## config.mk

```make
export PLATFORM = sky130hd
export DESIGN_NAME = systemizer_sched
export DESIGN_NICKNAME = d
export VERILOG_FILES = /design/src/rtl/systemizer_sched.sv
export SDC_FILE = /design/constraint.sdc
export NUM_CORES = 1
export LEC_CHECK = 0
export BUFFER_PORTS_ARGS = -buffer_cell sky130_fd_sc_hd__buf_2
export CAP_MARGIN = 20
export CORE_ASPECT_RATIO = 1.1
export CORE_MARGIN = 3
export CORE_UTILIZATION = 54
export DETAILED_ROUTE_END_ITERATION = 8
export PLACE_DENSITY_LB_ADDON = 0.25
export SLEW_MARGIN = 20
export SYNTH_ARGS = -nofsm -noshare
export SYNTH_HDL_FRONTEND = slang
export SYNTH_SLANG_ARGS = --single-unit
```

## constraint.sdc

```tcl
create_clock -name clk -period 2.5 [get_ports clk]
set_input_delay 0.25 -clock clk [delete_from_list [all_inputs] [get_ports clk]]
set_output_delay 0.25 -clock clk [all_outputs]
set_load 0.1 [all_outputs]
```

## src/rtl/systemizer_sched.sv

```systemverilog
// rtl/systemizer_sched.sv - job scheduler around one systemizer: load, start, retry on fail, unload
module systemizer_sched #(
  parameter int N         = 20,
  parameter int M         = 1,
  parameter int L         = 200,
  parameter int K         = 400,
  parameter int MAX_TRIES = 8,
  parameter int TIMEOUT   = 65535,
  localparam int WORDS    = L * K / N,
  localparam int AW       = (WORDS > 1) ? $clog2(WORDS) : 1,
  localparam int TW       = $clog2(MAX_TRIES + 1),
  localparam int DW       = N * M
) (
  input  logic          clk,
  input  logic          rst,
  input  logic          job_req,
  input  logic          abort,
  output logic          busy,
  output logic          job_done,
  output logic          job_ok,
  output logic [TW-1:0] tries,
  output logic          reload_req,
  input  logic          in_valid,
  output logic          in_ready,
  input  logic [DW-1:0] in_data,
  output logic          out_valid,
  input  logic          out_ready,
  output logic [DW-1:0] out_data,
  output logic          sys_start,
  input  logic          sys_success,
  input  logic          sys_fail,
  output logic          sys_wr_en,
  output logic [AW-1:0] sys_wr_addr,
  output logic [DW-1:0] sys_data_in,
  output logic          sys_rd_en,
  output logic [AW-1:0] sys_rd_addr,
  input  logic [DW-1:0] sys_data_out
);

  localparam int CW  = AW + 1;
  localparam int TW1 = TW + 1;
  localparam int WDW = $clog2(TIMEOUT + 1);

  typedef enum logic [2:0] {
    S_IDLE,
    S_LOAD,
    S_START,
    S_RUN,
    S_UNLOAD,
    S_DONE
  } state_t;

  state_t          state, state_nxt;
  logic [CW-1:0]   addr;
  logic [CW-1:0]   pop_cnt;
  logic [WDW-1:0]  wd;
  logic            ok_q;
  logic            reload_q;
  logic [DW-1:0]   fifo_head;
  logic [DW-1:0]   fifo_tail;
  logic [1:0]      fifo_cnt;
  logic            rd_pend;

  logic            wr_fire;
  logic            last_wr;
  logic            wd_expired;
  logic            run_fail;
  logic            last_try;
  logic [2:0]      occ;
  logic            rd_fire;
  logic            pop;
  logic            push;
  logic            last_pop;

  always_ff @(posedge clk or negedge rst) begin
    if (!rst) state <= S_IDLE;
    else      state <= state_nxt;
  end

  always_comb begin
    state_nxt   = state;
    wr_fire     = (state == S_LOAD) && in_valid && !abort;
    last_wr     = wr_fire && (addr == CW'(WORDS - 1));
    wd_expired  = (wd == WDW'(TIMEOUT));
    // fail wins over a simultaneous success
    run_fail    = (state == S_RUN) && (sys_fail || wd_expired);
    last_try    = (({1'b0, tries} + TW1'(1)) == TW1'(MAX_TRIES));
    occ         = {1'b0, fifo_cnt} + {2'b00, rd_pend};
    rd_fire     = (state == S_UNLOAD) && !abort && (occ < 3'd2) && (addr < CW'(WORDS));
    pop         = (state == S_UNLOAD) && !abort && (fifo_cnt != 2'd0) && out_ready;
    push        = rd_pend && !abort;
    last_pop    = pop && (pop_cnt == CW'(WORDS - 1));

    busy        = (state != S_IDLE);
    in_ready    = (state == S_LOAD) && !abort;
    sys_wr_en   = wr_fire;
    sys_wr_addr = addr[AW-1:0];
    sys_data_in = wr_fire ? in_data : '0;
    sys_rd_en   = rd_fire;
    sys_rd_addr = addr[AW-1:0];
    sys_start   = (state == S_START) && !abort;
    job_done    = (state == S_DONE) && !abort;
    job_ok      = job_done && ok_q;
    out_valid   = (fifo_cnt != 2'd0);
    out_data    = fifo_head;
    reload_req  = reload_q;

    if (abort) begin
      state_nxt = S_IDLE;
    end else begin
      case (state)
        S_IDLE:   if (job_req) state_nxt = S_LOAD;
        S_LOAD:   if (last_wr) state_nxt = S_START;
        S_START:  state_nxt = S_RUN;
        S_RUN: begin
          if (run_fail)         state_nxt = last_try ? S_DONE : S_LOAD;
          else if (sys_success) state_nxt = S_UNLOAD;
        end
        S_UNLOAD: if (last_pop) state_nxt = S_DONE;
        S_DONE:   state_nxt = S_IDLE;
        default:  state_nxt = S_IDLE;
      endcase
    end
  end

  always_ff @(posedge clk or negedge rst) begin
    if (!rst) begin
      addr      <= '0;
      pop_cnt   <= '0;
      wd        <= '0;
      tries     <= '0;
      ok_q      <= 1'b0;
      reload_q  <= 1'b0;
      fifo_head <= '0;
      fifo_tail <= '0;
      fifo_cnt  <= 2'd0;
      rd_pend   <= 1'b0;
    end else begin
      reload_q <= 1'b0;
      if (abort) begin
        // flush everything; a read returning next cycle is dropped since rd_pend clears
        addr      <= '0;
        pop_cnt   <= '0;
        wd        <= '0;
        ok_q      <= 1'b0;
        fifo_head <= '0;
        fifo_tail <= '0;
        fifo_cnt  <= 2'd0;
        rd_pend   <= 1'b0;
      end else begin
        case (state)
          S_IDLE: begin
            if (job_req) begin
              addr  <= '0;
              tries <= '0;
              ok_q  <= 1'b0;
            end
          end
          S_LOAD: begin
            if (wr_fire) addr <= last_wr ? '0 : addr + CW'(1);
          end
          S_START: wd <= '0;
          S_RUN: begin
            if (run_fail) begin
              tries <= (tries == TW'(MAX_TRIES)) ? tries : tries + TW'(1);
              addr  <= '0;
              if (last_try) ok_q     <= 1'b0;
              else          reload_q <= 1'b1;
            end else if (sys_success) begin
              addr     <= '0;
              pop_cnt  <= '0;
              fifo_cnt <= 2'd0;
              rd_pend  <= 1'b0;
            end else if (!wd_expired) begin
              wd <= wd + WDW'(1);
            end
          end
          S_UNLOAD: begin
            if (rd_fire) addr <= addr + CW'(1);
            rd_pend <= rd_fire;
            if (pop)      pop_cnt <= pop_cnt + CW'(1);
            if (last_pop) ok_q    <= 1'b1;
            // head register holds out_data steady while the consumer stalls
            case ({push, pop})
              2'b10: begin
                if (fifo_cnt == 2'd0) fifo_head <= sys_data_out;
                else                  fifo_tail <= sys_data_out;
                fifo_cnt <= fifo_cnt + 2'd1;
              end
              2'b01: begin
                fifo_head <= fifo_tail;
                fifo_cnt  <= fifo_cnt - 2'd1;
              end
              2'b11: begin
                if (fifo_cnt == 2'd1) begin
                  fifo_head <= sys_data_out;
                end else begin
                  fifo_head <= fifo_tail;
                  fifo_tail <= sys_data_out;
                end
              end
              default: ;
            endcase
          end
          default: ;
        endcase
      end
    end
  end

endmodule

```

==> results.json <==
{
  "placed_area_sq_um": 6280,
  "worstSkewPairLatency_ns": 0.35,
  "fin_crit_sh": 0.921,
  "drtPass1Iterations": 5,
  "ant_nets": 0,
  "skew_ns": 0.00843,
  "chipHeight_um": 109,
  "detail_route.iter0.violations": 279,
  "dieArea_sq_um": 11000,
  "crit_path_max_incr_delay_ns": 0.40,
  "setup_viol": 0,
  "rsz0062_at_grt": "no",
  "cp_max_fo": 20,
  "ys_ff_latch": 94,
  "root_buffer": "clkbuf_8",
  "io_buffers": 124,
  "cts_buffers": 9,
  "drv_cap": 0,
  "clock_sinks": 94,
  "fill_cells": 750,
  "pwr-share-comb": 0.393,
  "fmax_mhz": 434,
  "swShare": 0.409,
  "critPathKind": "flip-flop to flip-flop",
  "status": "finished, final reports clean",
  "yosysWarningCount": 0,
  "hp-class": "input pin to flip-flop",
  "power.internal_mw": 2.64,
  "htree_levels": 3,
  "relSlewSlack": 0.261,
  "syn-mean-instance-area_sq_um": 9.20,
  "layout_min_cycle_time_ns": 2.30,
  "syn_inst": 571,
  "path_delay_family": "adder cells",
  "drt-total-wl_mm": 13.5,
  "grtUsageMet2": 0.427,
  "yosysMostFrequentCell": "dfrtp_1",
  "path_clk_slew_ns": 0.10,
  "setup_tns_ns": 0,
  "worstPathCellList": "inv_1 -> ha_1 -> nor2b_1 -> nand2_1 -> inv_2 -> ha_1 -> a22oi_2 -> a21oi_1 -> buf_4 -> nand2_1 -> o21ai_0",
  "hold_violations": 0,
  "power.density_nw_per_um2": 686,
  "vias": 4792,
  "antennaDiodeCount": 0,
  "antenna_found_initial": 0,
  "drc": 0,
  "nets": 730,
  "grt_pass1_vias": 4555,
  "total_power_mw": 4.47,
  "pin_count": 125,
  "p_leak_nw": 3.11,
  "cts_buffer_depth": 2,
  "p_switching_mw": 1.83,
  "design_area_sq_um": 6520,
  "layout-drive-gt1-share": 0.290,
  "die_w_um": 100,
  "grt_start_max_net_pins": 48,
  "end_kind": "flip-flop",
  "cp.required_ns": 2.73,
  "cp.arrival_ns": 2.53,
  "synthesis.nets": 629,
  "start_kind": "flip-flop",
  "cts_setup_buffers": 0,
  "area_growth_pct": 24.1,
  "slew_violations": 0,
  "synth_commonest_cells": "94 x dfrtp_1, 52 x o21ai_0, 48 x nand2_1",
  "gp_congestion": 0.896,
  "ys_seq_area_frac": 0.448,
  "seqPwrFrac": 0.358,
  "viasPerCell": 6.04,
  "clock_power_share": 0.249,
  "cts_tree": "built",
  "path_buf_inv": 3,
  "synth_area_leader_cell": "dfrtp_1",
  "yosys-top-cells-area": "dfrtp_1 45%, o21ai_0 5.0%, a22o_1 4.0%, buf_4 3.4%, nand2_1 3.4%",
  "synthFlopType": "dfrtp_1",
  "critPathSlowestCell": "dfrtp_1",
  "synth_edf_count": 0,
  "grt_remaining_overflow": 0,
  "ys_async_sr_fraction": 1.00,
  "peakVddDrop_uv": 492,
  "synth.distinct_cells": 62,
  "track_usage": 0.250,
  "fp-row-count": 37,
  "dp.final_hpwl_mm": 9.65,
  "wl_per_cell_um": 17.0,
  "grt_use_met3": 0.0349,
  "tightest_slew_ns": 1.11,
  "grtUsageMet1": 0.339,
  "grt-busiest-layer": "met2",
  "netlist.area_leader.share": 0.448,
  "initial_core_util": 0.559,
  "grt_pass1_wl_mm": 22.3,
  "synth_area_sq_um": 5260,
  "core_area_sq_um": 9400
}
==> power groups by stage <==
| stage | clock [mW] | combinational [mW] | sequential, mW |
|---|---|---|---|
| after floorplan | 0 | 1.21 | 1.71 |
| after global placement | 0 | 1.72 | 1.63 |
| after detailed placement | 0 | 1.74 | 1.63 |
| after CTS | 1.13 | 1.75 | 1.60 |
| after global routing | 1.20 | 1.85 | 1.61 |
| final | 1.11 | 1.76 | 1.60 |
==> stage by stage <==
step                      hold WS, ns   util  std cells  worst slack [ns]
after floorplan               -0.0456      -        571            -0.226
after CTS                       0.108  0.693        793             0.177
after detailed placement        0.297  0.668        777            0.0293
after global routing            0.107  0.694        793            0.0263
final                           0.125  0.694        793             0.198
after global placement          0.294  0.668        777             0.242
==> kinds of logic after synthesis <==
family                     synth area share
buffers and inverters                0.0869
muxes                               0.00619
and+or+nand+nor                       0.198
xor gates and xnor gates             0.0150
AOI/OAI and AO/OA                     0.223
DFF                                   0.448
adders and majority gates            0.0238
==> cell type report <==
class / instances / area [sq um] / area share
multi-input cells: 387 / 2510 / 0.385
inverters: 30 / 113 / 0.0173
clock buffers: 9 / 124 / 0.0190
well taps: 117 / 146 / 0.0225
flip-flops and latches: 94 / 2350 / 0.361
repair buffers: 150 / 1180 / 0.181
clock inverters: 6 / 96.3 / 0.0148
==> cell usage in the layout, fill, tap and decap left out, drive strengths merged, types with 3 or more instances in the layout <==
cell,instances
clkbuf,9
buf,149
a41oi,4
nor4b,5
o31ai,6
or3,8
nand4,10
a31oi,6
xor2,3
or2,3
and4,3
o21ai,60
nor4,8
a22o,24
xnor2,6
ha,10
nand2b,7
a21o,3
inv,31
o22ai,11
and3,26
nor2,30
and2,4
nand3,21
nand2,48
a22oi,21
a21oi,16
a211oi,12
nor3,5
dfrtp,94
==> what timing repair did <==
item,CTS,global route
pin swaps,0,0
gates resized for setup,1,2
setup endpoints to repair,1,2
gates cloned,0,0
hold buffers,1,0
endpoints found under the hold margin,45,0
==> state kept, by name (all words and copies together) (netlist names) <==
register / cells
addr: 13
fifo_cnt: 2
fifo_tail: 20
ok_q: 1
out_data: 20
pop_cnt: 13
rd_pend: 1
reload_req: 1
state: 3
tries: 4
wd: 16
==> layer usage <==
metal,part of all wire,vias to the layer above,wire length (um)
met4,0.011,0,148
met1,0.43,2372,5830
met2,0.52,130,7020
li1,-,2276,-
met3,0.036,14,491
met5,0,-,0
==> worst paths after layout <==
kind                       cells after the start       endpoint              from  slack, ns
min reg2reg                                    1         wd[11]            wd[11]       0.48
max                                           11    out_data[4]       fifo_cnt[0]       0.20
max in group asynchronous                      3          wd[7]               rst       1.40
min in group asynchronous                      2        addr[3]               rst       0.44
max reg2reg                                   11    out_data[4]       fifo_cnt[0]       0.20
min                                            2  fifo_tail[15]  sys_data_out[15]       0.13
Note: power is estimated with default switching activity, not from simulation.
